File: config.mk
export PLATFORM = sky130hd
export DESIGN_NAME = alu_issue_arbiter
export DESIGN_NICKNAME = d
export VERILOG_FILES = /design/src/rtl/alu_issue_arbiter_pkg.sv /design/src/rtl/alu_issue_arbiter_rr.sv /design/src/rtl/alu_issue_arbiter.sv
export SDC_FILE = /design/constraint.sdc
export NUM_CORES = 1
export LEC_CHECK = 0
export ABC_AREA = 1
export CAP_MARGIN = 20
export CORE_AREA = 2 2 575 577
export DETAILED_ROUTE_END_ITERATION = 16
export DIE_AREA = 0 0 577 579
export MAX_ROUTING_LAYER = met4
export PLACE_DENSITY = 0.31
export SETUP_SLACK_MARGIN = 0.1
export SYNTH_ARGS = -nofsm -noshare
export SYNTH_HDL_FRONTEND = slang
export SYNTH_SLANG_ARGS = --single-unit
File: constraint.sdc
create_clock -name clk_i -period 2.1 [get_ports clk_i]
set_input_delay 0.525 -clock clk_i [delete_from_list [all_inputs] [get_ports clk_i]]
set_output_delay 0.525 -clock clk_i [all_outputs]
set_load 0.03 [all_outputs]
File: src/rtl/alu_issue_arbiter_pkg.sv
// ---------------------------------------------------------------------------
// alu_issue_arbiter_pkg
// Purpose : shared types for the ALU issue path. This covers the functional-unit
//           operation record, the result record with its exception payload,
//           and the depth of the ALU result buffer.
// Ports   : none (package)
// ---------------------------------------------------------------------------
package alu_issue_arbiter_pkg;

  localparam int XLEN                 = 64;
  localparam int TRANS_ID_BITS        = 3;
  localparam int ALU_RESULT_BUF_DEPTH = 2;

  typedef enum logic [3:0] {
    FU_NONE      = 4'd0,
    FU_ALU       = 4'd1,
    FU_LSU       = 4'd2,
    FU_MUL       = 4'd3,
    FU_CTRL_FLOW = 4'd4
  } fu_t;

  typedef enum logic [5:0] {
    OP_ADD  = 6'd0,
    OP_SUB  = 6'd1,
    OP_AND  = 6'd2,
    OP_OR   = 6'd3,
    OP_XOR  = 6'd4,
    OP_SLL  = 6'd5,
    OP_SRL  = 6'd6,
    OP_SRA  = 6'd7,
    OP_SLT  = 6'd8,
    OP_SLTU = 6'd9,
    OP_JALR = 6'd10
  } fu_op_t;

  // Exception causes raised by the ALU path.
  localparam logic [XLEN-1:0] CAUSE_INSTR_ADDR_MISALIGNED = 64'd0;
  localparam logic [XLEN-1:0] CAUSE_ILLEGAL_INSTR         = 64'd2;

  typedef struct packed {
    logic [XLEN-1:0] cause;
    logic [XLEN-1:0] tval;
    logic            valid;
  } exception_t;

  typedef struct packed {
    fu_t                      fu;
    fu_op_t                   operation;
    logic [XLEN-1:0]          operand_a;
    logic [XLEN-1:0]          operand_b;
    logic [XLEN-1:0]          imm;
    logic [TRANS_ID_BITS-1:0] index;
    logic [4:0]               rd;
  } fu_data_t;

  typedef struct packed {
    logic [TRANS_ID_BITS-1:0] index;
    logic [4:0]               rd;
    logic [XLEN-1:0]          result;
    exception_t               ex;
  } fu_result_t;

endpackage

File: src/rtl/alu_issue_arbiter_rr.sv
// ---------------------------------------------------------------------------
// rr_arbiter
// Purpose : round-robin arbiter with its own priority pointer. The search
//           starts at the pointer and wraps modulo N, and the first requester
//           found wins. The pointer moves to one past the winner when en is
//           high. This arbiter is shared by the ALU, LSU and MUL issue ports.
// Ports   :
//   clk         in   1       clock, rising edge
//   rst_n       in   1       asynchronous reset, active-low (pointer -> 0)
//   req         in   N       request vector
//   en          in   1       grant accepted this cycle; advance the pointer
//   gnt_onehot  out  N       one-hot winner (0 when no request)
//   gnt_idx     out  IW      winner index; equals the pointer when no request
//   any         out  1       at least one request present
// ---------------------------------------------------------------------------
module rr_arbiter #(
  parameter int N  = 4,
  parameter int IW = (N > 1) ? $clog2(N) : 1
) (
  input  logic          clk,
  input  logic          rst_n,
  input  logic [N-1:0]  req,
  input  logic          en,
  output logic [N-1:0]  gnt_onehot,
  output logic [IW-1:0] gnt_idx,
  output logic          any
);

  logic [IW-1:0] ptr_q;

  // The sum is one bit wider than the index so that ptr+i can be folded back
  // into range for any N, including N values that are not powers of two.
  always_comb begin
    logic [IW:0]   sum;
    logic [IW-1:0] cand;
    gnt_idx = ptr_q;
    any     = 1'b0;
    sum     = '0;
    cand    = '0;
    for (int i = 0; i < N; i++) begin
      sum = {1'b0, ptr_q} + (IW+1)'(i);
      if (sum >= (IW+1)'(N)) begin
        sum = sum - (IW+1)'(N);
      end
      cand = sum[IW-1:0];
      if (!any && req[cand]) begin
        any     = 1'b1;
        gnt_idx = cand;
      end
    end
  end

  always_comb begin
    gnt_onehot = '0;
    if (any) begin
      gnt_onehot[gnt_idx] = 1'b1;
    end
  end

  always_ff @(posedge clk or negedge rst_n) begin
    if (!rst_n) begin
      ptr_q <= '0;
    end else if (en) begin
      ptr_q <= (gnt_idx == IW'(N-1)) ? '0 : gnt_idx + 1'b1;
    end
  end

endmodule

File: src/rtl/alu_issue_arbiter.sv
// ---------------------------------------------------------------------------
// alu_issue_arbiter
// Purpose : shares the single-cycle combinational ALU among NUM_REQ issue
//           sources in round-robin order. Each ALU result is captured in a
//           2-entry FIFO, so the ready signal from writeback never reaches
//           the issue path combinationally.
// Ports   :
//   clk_i               in   1                   clock, rising edge
//   rst_ni              in   1                   asynchronous reset, active-low
//   flush_i             in   1                   discard all buffered results
//   req_valid_i         in   NUM_REQ             per-requester operation valid
//   req_ready_o         out  NUM_REQ             one-hot accept to the winner
//   req_data_i          in   NUM_REQ x fu_data_t per-requester operation
//   alu_valid_o         out  1                   operation valid to ALU
//   alu_ready_i         in   1                   ALU can accept
//   alu_data_o          out  fu_data_t           operation to ALU
//   alu_result_valid_i  in   1                   ALU result valid
//   alu_result_ready_o  out  1                   buffer has room
//   alu_result_i        in   fu_result_t         ALU result
//   wb_valid_o          out  1                   head entry valid
//   wb_ready_i          in   1                   writeback takes head
//   wb_result_o         out  fu_result_t         head entry
// ---------------------------------------------------------------------------
module alu_issue_arbiter
  import alu_issue_arbiter_pkg::*;
#(
  parameter int NUM_REQ   = 4,
  parameter int BUF_DEPTH = ALU_RESULT_BUF_DEPTH
) (
  input  logic                     clk_i,
  input  logic                     rst_ni,
  input  logic                     flush_i,
  input  logic [NUM_REQ-1:0]       req_valid_i,
  output logic [NUM_REQ-1:0]       req_ready_o,
  input  fu_data_t [NUM_REQ-1:0]   req_data_i,
  output logic                     alu_valid_o,
  input  logic                     alu_ready_i,
  output fu_data_t                 alu_data_o,
  input  logic                     alu_result_valid_i,
  output logic                     alu_result_ready_o,
  input  fu_result_t               alu_result_i,
  output logic                     wb_valid_o,
  input  logic                     wb_ready_i,
  output fu_result_t               wb_result_o
);

  localparam int IW = $clog2(NUM_REQ);
  localparam int CW = $clog2(BUF_DEPTH + 1);

  logic [NUM_REQ-1:0] gnt_onehot;
  logic [IW-1:0]      gnt_idx;
  logic               any_req;
  logic               fire;
  logic               push;
  logic               pop;

  // The buffer is exactly two entries deep, so the head and tail pointers are
  // single bits that wrap naturally from 1 to 0.
  fu_result_t         buf_q [BUF_DEPTH];
  logic               head_q;
  logic               tail_q;
  logic [CW-1:0]      count_q;

  rr_arbiter #(
    .N  (NUM_REQ),
    .IW (IW)
  ) u_rr (
    .clk        (clk_i),
    .rst_n      (rst_ni),
    .req        (req_valid_i),
    .en         (fire),
    .gnt_onehot (gnt_onehot),
    .gnt_idx    (gnt_idx),
    .any        (any_req)
  );

  // Issue side. Holding reset blocks alu_valid_o and every grant, even while
  // the requesters keep toggling.
  assign alu_valid_o = rst_ni & any_req;
  // When no request is present, gnt_idx is the pointer, so the mux shows the
  // operation of the next requester in priority order.
  assign alu_data_o  = req_data_i[gnt_idx];
  assign fire        = alu_valid_o & alu_ready_i & ~flush_i;
  assign req_ready_o = fire ? gnt_onehot : '0;

  // Result buffer. There is no bypass when the buffer is full; a slot only
  // frees up on the cycle after a pop.
  assign alu_result_ready_o = (count_q != CW'(BUF_DEPTH));
  assign push               = alu_result_valid_i & alu_result_ready_o & ~flush_i;
  assign wb_valid_o         = (count_q != '0);
  assign pop                = wb_valid_o & wb_ready_i;
  assign wb_result_o        = buf_q[head_q];

  always_ff @(posedge clk_i or negedge rst_ni) begin
    if (!rst_ni) begin
      for (int i = 0; i < BUF_DEPTH; i++) begin
        buf_q[i] <= '0;
      end
      head_q  <= 1'b0;
      tail_q  <= 1'b0;
      count_q <= '0;
    end else if (flush_i) begin
      // A pop in the flush cycle does not matter; everything is discarded.
      head_q  <= 1'b0;
      tail_q  <= 1'b0;
      count_q <= '0;
    end else begin
      if (push) begin
        buf_q[tail_q] <= alu_result_i;
        tail_q        <= ~tail_q;
      end
      if (pop) begin
        head_q <= ~head_q;
      end
      case ({push, pop})
        2'b10:   count_q <= count_q + 1'b1;
        2'b01:   count_q <= count_q - 1'b1;
        default: count_q <= count_q;
      endcase
    end
  end

endmodule

Word-level counts from Yosys, hierarchy flattened
Index checks and enable logic that the tools add are counted.
{ "classes": {"addsub": 10, "multipliers": 0, "n_div": 0, "order_cmp": 13, "n_eq_ne": 4, "shift": 0, "mux": 39, "bitwise": 11, "reduce_logical": 13} }
{ "op_table": {"columns": ["cell", "count"], "rows": [
  ["2-to-1 mux 201 bit", 4],
  ["binary-select mux 210 bit (select 2 bit)", 1],
  ["bitwise mux 402 bit", 1],
  ["2-to-1 mux 210 bit", 1],
  ["demux 201 bit (select 1 bit)", 1],
  ["2-to-1 mux 2 bit", 10],
  ["< comparator 2 x 3 -> 1 bit (second input constant)", 5],
  ["2-to-1 mux 1 bit", 13],
  ["subtractor 2 x 1 -> 2 bit (second input constant)", 5],
  ["greater-or-equal comparator 3 bit (second input constant)", 3],
  ["binary-select mux 1 bit (select 2 bit)", 4],
  ["2-to-1 mux 4 bit", 2],
  ["adder 2 x 2 -> 3 bit (second input constant)", 2],
  ["AND 1 bit", 6],
  ["nonzero test 2 bit", 3],
  ["logical AND 1 bit", 5],
  ["adder 2 x 1 -> 2 bit (second input constant)", 2],
  ["== test 2 bit (second input constant)", 2],
  ["greater-or-equal comparator 2 bit (second input constant)", 2],
  ["inverter 1 -> 2 bit", 2],
  ["one-hot mux 2 bit (2 select lines)", 1],
  ["adder 2 x 1 -> 3 bit (second input constant)", 1],
  ["greater-or-equal comparator 2 x 3 -> 1 bit (second input constant)", 1],
  ["logical NOT 1 bit", 3],
  ["other kinds (8)", 10]
]} }
{ "word_totals": {"ff_bits": 408, "latchBits": 0, "ram_bits": 0, "romBits": 0, "input_bits": 1051, "out_inout_bits": 418, "wordCells": 106, "n_memories": 0} }

Depth between registers and ports, before layout
Gate-level depths: netlist (run 1).
{ "logic_depth": {"ltp_word": 20, "mapped_depth": 17, "ltp_nobuf": 14} }

Cells and area by module
From an unflattened synthesis (run 1), not the netlist that was laid out.
{ "hier_totals": {"cells_unflattened": 3478, "hier_area_um2": 24462.2} }
{ "by_module_without_submodules": {"columns": ["module", "instances", "cells_each", "area_each_um2"], "rows": [
  ["alu_issue_arbiter", 1, 3383, 23941.7],
  ["rr_arbiter", 1, 95, 520.5]
]} }

Worst setup path before layout (run 1)
No wires, ideal clock.
{ "synth_timing": {"kind": "reg2out", "startpoint": "register u_rr.ptr_q[1]", "endpoint": "output port req_ready_o[3]", "arrival_ns": 2.202, "t_required_ns": 1.575, "path_slack_ns": -0.627, "path_stages_with_launch": 13, "path_cell_list": "dfrtp_1 > buf_4 > inv_4 > nand2_1 > nand2_1 > nand2_1 > nand2_2 > nand4_4 > nand2_1 > nand2_2 > buf_6 > buf_2 > nor3_1"} }
{ "synth_between": {"elab_chain_cells": 20} }
{ "synth_lines": {"columns": ["element", "line", "rtl"], "rows": [
  ["start: declaration", "alu_issue_arbiter_rr.sv:29", "logic [IW-1:0] ptr_q;"],
  ["start signal: assignment", "alu_issue_arbiter_rr.sv:64", "ptr_q <= (gnt_idx == IW'(N-1)) ? '0 : gnt_idx + 1'b1;"],
  ["parallel branches: the longest is 19 deep, another holds adder 2 x 1 -> 3 bit", null, null],
  ["2-to-1 mux 4 bit (*)", "alu_issue_arbiter.sv:84", "assign req_ready_o = fire ? gnt_onehot : '0;"],
  ["end: declaration", "alu_issue_arbiter.sv:34", "output logic [NUM_REQ-1:0] req_ready_o,"]
]} }
Mark *: on every way between the ends. The select of a mux whose other input is x is not followed.

==> impl_metrics.toml, run 1 <==
[cts]
clkLatencyLatePin_ns = 0.63
htree_levels = 2
root_buffer = "clkbuf_16"
cts.hold.buffers_added = 0
clock_path_buffers = 3
cts.clk_slew.worst_paths_ns = 0.06
cts_tree = "done"
cts.sinks = 408
cts_buffers = 52

[timing]
drv_slew = 0
rsz0062_at_grt = "true"
finalCritPeriodShare = 1.79
period_needed_ns = 3.77
max_slew_margin = 0.379
fin_ws_ns = -1.67
worst_pin_slew_ns = 0.932
max_freq_mhz = 265
hold_viol_final = 0
tns_ns = -401.64
setup_violations = 418
whs_ns = 0.148
clock_skew_ns = 0.0187

[power_and_ir_drop]
ir_drop_mv = 0.948
power.density_nw_per_um2 = 2490
total_leakage_power_nw = 28.6

[global_route]
grt_use_met2 = 0.283
grtUsageMet3 = 0.0490
grt_usage = 0.160
globalRoute.busiestLayer = "met2"
grt_overflow = 0
grtUsageMet1 = 0.157
grt_max_degree = 119
grt_pass1_vias = 35800
grt_pass1_wl_mm = 347
grt_antenna_before_repair = 232

[worst_setup_path]
cp_max_fo = 10
worstPathCellList = "buf_8 -> buf_6 -> nand2_4 -> nand3_4 -> nand2_8 -> nand4_4 -> inv_2 -> nand2_8 -> nand2_8 -> buf_4 -> buf_16 -> buf_12 -> nand3_1 -> buf_4 -> nand2_4 -> buf_12"
slowest_delay_ns = 0.45
arrival_ns = 3.24
worst-r2r-setup-slack_ns = -0.28
required_ns = 1.57
cp_common_cell = "nand2_8"
r2r-start = "u_rr.ptr_q[0]$_DFFE_PN0P_"
critPathBufInv = 8
crit_family = "buffers and inverters"
cp-start-kind = "flop"
rr_endpoint = "u_rr.ptr_q[1]$_DFFE_PN0P_"
path_class = "reg2out"
slowest_stage = "dfrtp_2"
rr_worst_depth = 17
end_kind = "output port"

[job]
max_cap_viol_count = 0

[logic_synthesis]
synth_seq_cells = 408
syn_area_per_cell_um2 = 5.93
synth_nets = 5570
ys_seq_area_frac = 0.381
synthArstFlopShare = 1.00
ys_types = 21
synthCells = 4519
synth.top_cell.area_share = 0.381
synth_edf_count = 0
synth_top_area_cell = "dfrtp_1"
yosysWarnings = 0
syn-cell-area_um2 = 26800
synth_commonest_cells = "nand2_1 (2536), inv_1 (636), dfrtp_1 (408)"
synthTopCellsByArea = "dfrtp_1 (38%), nand2_1 (36%), inv_1 (8.9%), o21ai_0 (7.6%), nand3_1 (4.3%)"
ys.flop_type = "dfrtp_1"
synth.most_common_cell = "nand2_1"

[floorplan]
die-width_um = 577
io-pin-count = 1469
die_area_um2 = 334000
dieHeight_um = 579
core_area_um2 = 329000
start_util = 0.0815
std_cell_rows = 211

[placed_design]
port_buffers = 1468
placed_area_um2 = 51800
place_inst = 10400
dpl.hpwl_mm = 233
place.gp.congestion = 0.935

[layout]
area_delta_synth_final_pct = 119
fin_nets = 7250
post-route-util = 0.179
drive_gt1_frac = 0.259
fin_cells = 10800
finalInstanceArea_um2 = 58700

[detailed_routing]
vias = 36000
wl_per_cell_um = 25.6
drc = 0
drt_iter0_drc = 1897
routed_wl_mm = 277
drt-vias-per-instance = 3.33
dr.pass1.iters = 5
ant_nets = 0

[run_status]
violations = "negative setup slack"
status = "finished, violations left"

[hold_path]
min-delay-path-class = "in2async"
-- report_power, final --
part | internal [mW] | switching (mW) | total, mW | leakage (nW)
logic | 52.0 | 71.7 | 124 | 22.7
registers | 11.3 | 1.80 | 13.1 | 5.09
clock network | 5.58 | 3.77 | 9.36 | 0.884
-- routing by layer --
layer | up-vias | routed length, um
met5 | - | 0
met4 | 0 | 20800
met3 | 447 | 21700
met2 | 1476 | 138000
met1 | 17000 | 96700
li1 | 17100 | -
-- sequential cells by signal, summed over array words and instances, names as in the netlist --
| name | flops |
|---|---|
| buf_q | 402 |
| count_q | 2 |
| head_q | 1 |
| tail_q | 1 |
| u_rr.ptr_q | 2 |
-- what timing repair did --
action | 4_1_cts | 5_1_grt
gates resized for setup | 320 | 472
setup endpoints to repair | 420 | 420
gates cloned | 24 | 19
pin swaps | 47 | 132
setup buffers | 34 | 43
-- layout by cell type (no fill, tap or decap), drive strengths merged --
cell type / n
o21ai: 405
clkinvlp: 2
nor2: 4
a21oi: 3
bufinv: 3
nor3: 2
clkdlybuf4s50: 1049
diode: 201
nand2: 2548
nand3: 232
bufbuf: 2
dfrtp: 408
clkinv: 13
or2: 1
buf: 830
clkbuf: 94
inv: 641
nand4: 3
xor2: 1
-- worst register-to-register path: cells and delay by family (launching register included) --
family / cells / cell delay (ns)
flip-flops: 1 / 0.42
AND/OR/NAND/NOR: 9 / 0.80
buffers and inverters: 8 / 1.06
-- cell type report --
| cell class | count | area (um^2) |
|---|---|---|
| Antenna cell | 201 | 503 |
| Sequential cell | 408 | 10200 |
| Timing Repair Buffer | 1898 | 22200 |
| Fill cell | 37500 | 270000 |
| Tap cell | 4366 | 5460 |
| Multi-Input combinational cell | 3199 | 16100 |
| Clock buffer | 77 | 1590 |
| Clock inverter | 19 | 194 |
| Inverter | 640 | 2420 |
-- logic make-up (layout without fill, tap and decap cells) --
group,count (synthesis),after routing,synth area share
buffers and inverters,914,2634,0.139
AOI/OAI and AO/OA,408,408,0.0762
and+or+nand+nor,2788,2790,0.403
xor gates and xnor gates,1,1,0.000327
DFF,408,408,0.381
other,0,201,0
-- per-stage QoR --
| step | setup WS [ns] | power, mW |
|---|---|---|
| after floorplan | -0.237 | 61.9 |
| after global placement | -1.83 | 117 |
| after detailed placement | -1.86 | 117 |
| after CTS | -1.72 | 138 |
| after global routing | -1.80 | 153 |
| final | -1.67 | 146 |
-- how the worst max path moves through the flow --
stage	startpoint	to	slack, ns	cells after the start
floorplan	u_rr.ptr_q[0]$_DFFE_PN0P_	req_ready_o[3]	-0.24	12
global placement	req_valid_i[2]	alu_data_o[29]	-1.83	15
detailed placement	req_valid_i[2]	alu_data_o[29]	-1.86	15
CTS	u_rr.ptr_q[0]$_DFFE_PN0P_	alu_data_o[23]	-1.72	15
global route	u_rr.ptr_q[0]$_DFFE_PN0P_	alu_data_o[107]	-1.80	17
finish	u_rr.ptr_q[0]$_DFFE_PN0P_	alu_data_o[42]	-1.67	16
(Power assumes the default switching activity.)
==> run 2, diff against run 1 <==
- SLEW_MARGIN: default -> 10
==> results of run 2 <==
Same layout as run 1: the final DEF is identical, and so are final timing and power.
